==> config.mk <==
export PLATFORM = sky130hd
export DESIGN_NAME = dffr_pipeline_flat
export DESIGN_NICKNAME = d
export VERILOG_FILES = /design/src/rtl/dffr_pipeline_if.sv /design/src/rtl/dffr_pipeline.sv /design/src/flat_wrapper.sv
export SDC_FILE = /design/constraint.sdc
export NUM_CORES = 1
export LEC_CHECK = 0
export CORE_MARGIN = 1.5
export CORE_UTILIZATION = 50
export CTS_CLUSTER_SIZE = 28
export DETAILED_ROUTE_END_ITERATION = 10
export DONT_BUFFER_PORTS = 1
export GPL_TIMING_DRIVEN = 0
export PLACE_DENSITY = 0.72
export SETUP_SLACK_MARGIN = 0.05
export SYNTH_ARGS = -nofsm -noshare
export SYNTH_HDL_FRONTEND = slang
export SYNTH_SLANG_ARGS = --single-unit
export TNS_END_PERCENT = 5
==> constraint.sdc <==
create_clock -name clk -period 3.2 [get_ports clk]
set_clock_uncertainty 0.05 [all_clocks]
set_input_delay 0.48 -clock clk [delete_from_list [all_inputs] [get_ports clk]]
set_output_delay 0.48 -clock clk [all_outputs]
set_load 0.005 [all_outputs]
==> src/rtl/dffr_pipeline_if.sv <==
// rtl/dffr_pipeline_if.sv - producer/consumer handshake bundle for dffr_pipeline (occupancy only with DFFR_PIPE_OCC_EN)
interface dffr_pipeline_if #(
    parameter int WIDTH = 8,
    parameter int DEPTH = 3
);
    logic             flush;
    logic             in_valid;
    logic             in_ready;
    logic [WIDTH-1:0] in_data;
    logic             out_valid;
    logic             out_ready;
    logic [WIDTH-1:0] out_data;
`ifdef DFFR_PIPE_OCC_EN
    logic [$clog2(DEPTH+1)-1:0] occupancy;

    modport master (
        output flush, in_valid, in_data, out_ready,
        input  in_ready, out_valid, out_data, occupancy
    );
    modport slave (
        input  flush, in_valid, in_data, out_ready,
        output in_ready, out_valid, out_data, occupancy
    );
`else
    modport master (
        output flush, in_valid, in_data, out_ready,
        input  in_ready, out_valid, out_data
    );
    modport slave (
        input  flush, in_valid, in_data, out_ready,
        output in_ready, out_valid, out_data
    );
`endif
endinterface

==> src/rtl/dffr_pipeline.sv <==
// rtl/dffr_pipeline.sv - valid/ready register pipeline with bubble collapse; DFFR_PIPE_OCC_EN adds an occupancy counter
module dffr_pipeline #(
    parameter int               WIDTH = 8,
    parameter int               DEPTH = 3,
    parameter logic [WIDTH-1:0] RVAL  = '0
) (
    input  logic             clk,
    input  logic             reset,
    dffr_pipeline_if.slave   bus
);

    logic [DEPTH-1:0] valid_q;
    logic [DEPTH-1:0] valid_d;
    logic [DEPTH-1:0] adv;
    logic [DEPTH-1:0] load;
    logic [WIDTH-1:0] data_q [DEPTH];
    logic [WIDTH-1:0] data_d [DEPTH];
    logic             in_ready;
    logic             in_hs;
    logic             out_hs;

    // Advance chain, evaluated from the output back so each stage sees its downstream decision.
    always_comb begin
        adv = '0;
        adv[DEPTH-1] = valid_q[DEPTH-1] & bus.out_ready;
        for (int i = DEPTH - 2; i >= 0; i--) begin
            adv[i] = valid_q[i] & (~valid_q[i+1] | adv[i+1]);
        end
    end

    // Reset is folded in because the cleared valid bits alone would otherwise report ready.
    assign in_ready = ~reset & ~bus.flush & (~valid_q[0] | adv[0]);
    assign in_hs    = bus.in_valid & in_ready;
    assign out_hs   = valid_q[DEPTH-1] & bus.out_ready;

    // Per-stage load/drain/hold decisions; flush clears valids but leaves data untouched.
    always_comb begin
        load    = '0;
        load[0] = in_hs;
        for (int i = 1; i < DEPTH; i++) begin
            load[i] = adv[i-1];
        end
        for (int i = 0; i < DEPTH; i++) begin
            data_d[i] = data_q[i];
            if (bus.flush) begin
                valid_d[i] = 1'b0;
            end else if (load[i]) begin
                valid_d[i] = 1'b1;
            end else if (adv[i]) begin
                valid_d[i] = 1'b0;
            end else begin
                valid_d[i] = valid_q[i];
            end
        end
        if (load[0] && !bus.flush) begin
            data_d[0] = bus.in_data;
        end
        for (int i = 1; i < DEPTH; i++) begin
            if (load[i] && !bus.flush) begin
                data_d[i] = data_q[i-1];
            end
        end
    end

    // Stage registers; async reset discards any in-flight words.
    always_ff @(posedge clk or posedge reset) begin
        if (reset) begin
            valid_q <= '0;
            for (int i = 0; i < DEPTH; i++) begin
                data_q[i] <= RVAL;
            end
        end else begin
            valid_q <= valid_d;
            for (int i = 0; i < DEPTH; i++) begin
                data_q[i] <= data_d[i];
            end
        end
    end

    assign bus.in_ready  = in_ready;
    assign bus.out_valid = valid_q[DEPTH-1];
    assign bus.out_data  = data_q[DEPTH-1];

`ifdef DFFR_PIPE_OCC_EN
    localparam int OCC_W = $clog2(DEPTH + 1);

    logic [OCC_W-1:0] occ_q;
    logic [OCC_W-1:0] occ_d;

    // Occupancy tracks handshakes rather than recounting valid bits each cycle.
    always_comb begin
        occ_d = occ_q;
        if (bus.flush) begin
            occ_d = '0;
        end else if (in_hs && !out_hs) begin
            occ_d = occ_q + OCC_W'(1);
        end else if (out_hs && !in_hs) begin
            occ_d = occ_q - OCC_W'(1);
        end
    end

    // Occupancy register.
    always_ff @(posedge clk or posedge reset) begin
        if (reset) begin
            occ_q <= '0;
        end else begin
            occ_q <= occ_d;
        end
    end

    assign bus.occupancy = occ_q;
`endif

endmodule

==> src/flat_wrapper.sv <==
// flat-port wrapper written by rule: the top's interface ports become plain ports
module dffr_pipeline_flat 
#(
    parameter int               WIDTH = 8,
    parameter int               DEPTH = 3,
    parameter logic [WIDTH-1:0] RVAL  = '0
)
  (clk, reset, bus_flush, bus_in_valid, bus_in_data, bus_out_ready, bus_in_ready, bus_out_valid, bus_out_data);
  dffr_pipeline_if #(.WIDTH(WIDTH), .DEPTH(DEPTH)) bus_i ();
  input  logic clk;
  input  logic reset;
  input wire logic [$bits(bus_i.flush)-1:0] bus_flush;
  input wire logic [$bits(bus_i.in_valid)-1:0] bus_in_valid;
  input wire logic [$bits(bus_i.in_data)-1:0] bus_in_data;
  input wire logic [$bits(bus_i.out_ready)-1:0] bus_out_ready;
  output wire logic [$bits(bus_i.in_ready)-1:0] bus_in_ready;
  output wire logic [$bits(bus_i.out_valid)-1:0] bus_out_valid;
  output wire logic [$bits(bus_i.out_data)-1:0] bus_out_data;
  assign bus_i.flush = bus_flush;
  assign bus_i.in_valid = bus_in_valid;
  assign bus_i.in_data = bus_in_data;
  assign bus_i.out_ready = bus_out_ready;
  assign bus_in_ready = bus_i.in_ready;
  assign bus_out_valid = bus_i.out_valid;
  assign bus_out_data = bus_i.out_data;
  dffr_pipeline #(.WIDTH(WIDTH), .DEPTH(DEPTH), .RVAL(RVAL)) u_core (.clk(clk), .reset(reset), .bus(bus_i));
endmodule
Word level (Yosys, flattened, before mapping)
Index checks and enable logic that the tools add are counted.
Operators by class
  $add $sub $neg: 0
  multipliers: 0
  divide/modulo/power cells: 0
  magnitude comparators: 0
  equal/unequal tests: 0
  shift operators: 0
  muxes and demuxes: 9
  bitwise gates (word level): 14
  reduce and logical (&&, ||, !) cells: 7
Operators by type and width (number)
  $mux W1: 9
  $reduce_bool A3 Y1: 3
  $and A1 B1 Y1: 6
  $not A1 Y1: 5
  $logic_and A1 B1 Y1: 3
  $or A1 B1 Y1: 3
  $logic_not A1 Y1: 1
Storage, ports and cells
  bits in registers: 27
  latch bits: 0
  memory bits (writable): 0
  ROM bits: 0
  input port bits: 13
  output and inout bits: 10
  logic and storage cells: 36
  memories kept: 0

Logic depth before layout (Yosys ltp)
  depth after elaboration: 10
  depth in mapped cells: 4
  mapped depth without buffers: 3

Worst setup path after synthesis
Ideal clock, no wire load.
  kind: reg-to-reg
  start: reg u_core.valid_q[2]
  end: reg u_core.data_q, in the netlist u_core.bus.out_data[0]
  library setup time: 125 ps
  arrival: 1306 ps
  data required time: 3025 ps
  slack: 1719 ps
  stages on the path, launching flop included: 5
  period minus slack after synthesis: 1481 ps
  cell sequence: dfrtp_1 -> nor2b_4 -> or3b_1 -> buf_6 -> mux2_4
Between the ends
  word-level cells in the longest chain between the ends: 4
Ends and longest elaborated chain
  start, declared: RTL line dffr_pipeline.sv:12  | logic [DEPTH-1:0] valid_q;
  start signal, assigned: RTL line dffr_pipeline.sv:73  | valid_q <= valid_d;
  $and A1 B1 Y1 / $not A1 Y1 (equally long branches)
  $or A1 B1 Y1 *: RTL line dffr_pipeline.sv:27  | adv[i] = valid_q[i] & (~valid_q[i+1] | adv[i+1]);
  $and A1 B1 Y1 *: RTL line dffr_pipeline.sv:27
  $logic_and A1 B1 Y1 *: RTL line dffr_pipeline.sv:59  | if (load[i] && !bus.flush) begin
  end signal, assigned by index: RTL line dffr_pipeline.sv:75  | data_q[i] <= data_d[i];
  end, declared: RTL line dffr_pipeline.sv:16  | logic [WIDTH-1:0] data_q [DEPTH];
Mark *: on every way between the ends. The rest lies on a longest branch, timed or not.
A chain may end at the register's enable or synchronous reset.

Worst setup path after layout
  start: reg u_core.valid_q[1]
  end: out bus_in_ready
Between the ends
  word-level cells in the longest chain between the ends: 5
Ends and longest elaborated chain
  $and A1 B1 Y1 / $not A1 Y1 (equally long branches): RTL line dffr_pipeline.sv:27
  $or A1 B1 Y1 *: RTL line dffr_pipeline.sv:27
  $and A1 B1 Y1 *: RTL line dffr_pipeline.sv:27
  $or A1 B1 Y1 *: RTL line dffr_pipeline.sv:32  | assign in_ready = ~reset & ~bus.flush & (~valid_q[0] | adv[0]);
  $and A1 B1 Y1 *: RTL line dffr_pipeline.sv:32
  end, declared: RTL line flat_wrapper.sv:16  | output wire logic [$bits(bus_i.in_ready)-1:0] bus_in_ready;
Marks and branches as above.

==> flow_summary.yaml <==
clock_tree:
  clk_root_buffer_cell: "clkbuf_4"
  clock_latency_ps: 310
  clock_sink_count: 27
  clock_tree_from_tritoncts: "built"
  post-cts-setup-buffer-count: 0
  cts_inserted_buffers: 3
  cts_max_path_buffers: 2
  clock_tree.htree_level_count: 1
  postCtsResizedCells: 0
  holdBufCountCts: 0
  path_clk_slew_ps: 140
synth:
  synth_cells: 76
  yosys_warnings: 0
  synth_seq_area_share: 0.586
  synthesis.area_um2: 1150
  synth.net_count: 89
  synth_seq_cells: 27
  yosysUniqueCellTypes: 15
  synth_area_per_cell_um2: 15.2
hold_path:
  min_path_type: "primary input to register"
timing:
  final_number_of_max_transition_violations: 0
  fmaxAchievable_mhz: 601
  timing.final.crit_period_ps: 1660
  rsz0062_at_grt: "false"
  setup-violations-final: 0
  hold_fails_final_rpt: 0
  worst_pin_slew_ps: 986
  fin_setup_tns_ps: 0
  hold-worst-slack_ps: 149
  period_share: 0.520
  worst_slew_margin_rel: 0.342
run:
  drv.max_cap_violation_count: 0
finish:
  layout.cells.most_common_list: "dfrtp_1, mux2_2, mux2_4, buf_4, nor2_1"
  antenna_cells_inserted: 0
  nets: 94
  layout_commonest_cell: "dfrtp_1"
  syn2layout_area_growth_pct: 5.43
  fillCellCount: 185
  drive_gt1_frac: 0.513
route:
  postRouteAntennaNets: 0
  vias: 555
  post-route-drc-count: 0
  average_wire_per_cell_in_the_routed_design_um: 14.2
  first_iteration_detailed_routing_drc_count: 3
  total_routed_wirelength_mm: 1.53
  drt-vias-per-instance: 5.14
  drtPass1Iterations: 3
critical_path:
  critical-path-slowest-cell: "dfrtp_1"
  critPathBufInv: 0
  critical_path_arrival_ps: 1130
  timing.critical_path.fanout_max: 5
  slowest_delay_ps: 440
  worst_setup_path_end_kind: "output pin"
  cp-start-kind: "register"
  worst-setup-path-type: "register to output pin"
  critical-path-top-delay-family: "flip-flops"
  critPathRequiredTime_ps: 2670
  crit_chain: "nand4b_1 > and2_1"
place:
  io_buffers: 0
  gp_congestion: 0.636
  detailedPlacementHpwl_mm: 1.10
floorplan:
  fp.coreArea_um2: 2190
  floorplan.initialDensity: 0.526
  dieWidth_um: 51.0
  fp.dieArea_um2: 2600
  floorplan.rows: 17
  design.portCount: 23
  die_height_um: 51.0
outcome:
  outcome: "finished, final reports clean"
global_routing:
  maximum_number_of_pins_on_one_net_before_global_route_repair: 29
  overflow: 0
  antenna_found_initial: 0
  vias_in_the_first_global_route: 588
  globalRouteTotalUtil: 0.132
  met1_usage: 0.154
  grtUsageMet2: 0.234
  globalRoute.busiestLayer: "met2"
  grt_first_pass_wirelength_mm: 2.50
  met3_usage: 0.0292
pwr:
  ir_worst_vdd_mv: 0.473
  power_density_nw_per_um2: 656
  power_leakage_nw: 0.584
## synthesized netlist by cell type, drive strengths merged
cell type | instances | area share
dfrtp | 27 | 0.59
mux2 | 24 | 0.26
buf | 10 | 0.072
nor2 | 4 | 0.013
a21oi | 2 | 0.0087
inv | 2 | 0.0065
a211o | 1 | 0.0087
and2 | 1 | 0.0054
nand2 | 1 | 0.0033
nand3 | 1 | 0.0087
nand4b | 1 | 0.0076
nor2b | 1 | 0.012
or3b | 1 | 0.0076
## metal layers
metal	up-vias	part of all wire
met5	-	0
met4	0	0.010
met1	279	0.42
met2	16	0.52
li1	258	-
met3	2	0.053
## state kept, by name, summed over array words and instances, names as in the netlist
signal	count
u_core.data_q	16
u_core.valid_q	3
u_core.bus.out_data	8
## per-stage QoR
step                      utilization  instance area (um^2)  total power, W  worst slack, ps  instances
after floorplan                     -                  1150        0.000639             1720         76
after global placement          0.542                  1190        0.000658             1560        104
after detailed placement        0.542                  1190        0.000667             1530        104
after CTS                       0.555                  1210        0.000805             1530        108
after global routing            0.555                  1210        0.000843             1430        108
final                           0.555                  1210        0.000797             1540        108
## worst reg2reg max path: stages, from the launching register on
cell	delay, ps
dfrtp_1	440
nor2b_4	150
or3b_1	360
buf_6	160
mux2_4	300
## final timing paths
kind                       slack (ps)                     end         startpoint  depth (start not counted)
max                              1540            bus_in_ready  u_core.valid_q[1]                          2
min reg2reg                       470       u_core.data_q[15]  u_core.data_q[23]                          1
min                               150       u_core.valid_q[0]          bus_flush                          1
max reg2reg                      1650  u_core.bus.out_data[5]  u_core.valid_q[2]                          4
max in group asynchronous        2300       u_core.data_q[18]              reset                          1
min in group asynchronous         210       u_core.valid_q[0]              reset                          1
## power by group
group | switching [W] | internal [W] | leakage (nW)
combinational | 0.0000477 | 0.000132 | 0.230
sequential | 0.0000436 | 0.000431 | 0.336
clock | 0.0000965 | 0.0000468 | 0.0177
total | 0.000188 | 0.000610 | 0.584
## kinds of logic after synthesis
logic type / share of synthesized area
buffers and inverters: 0.0782
AO/OA/AOI/OAI: 0.0174
flip-flops: 0.586
multiplexers: 0.261
AND/OR/NAND/NOR: 0.0575
## area by class of cell
| class | count | area (um^2) | area share |
|---|---|---|---|
| inverters | 2 | 7.51 | 0.00618 |
| clock inverters | 1 | 5.00 | 0.00412 |
| plain buffers | 10 | 82.6 | 0.0680 |
| flip-flops and latches | 27 | 676 | 0.556 |
| well taps | 28 | 35.0 | 0.0288 |
| multi-input cells | 37 | 387 | 0.318 |
| clock buffers | 3 | 22.5 | 0.0185 |
(Power assumes the default switching activity.)
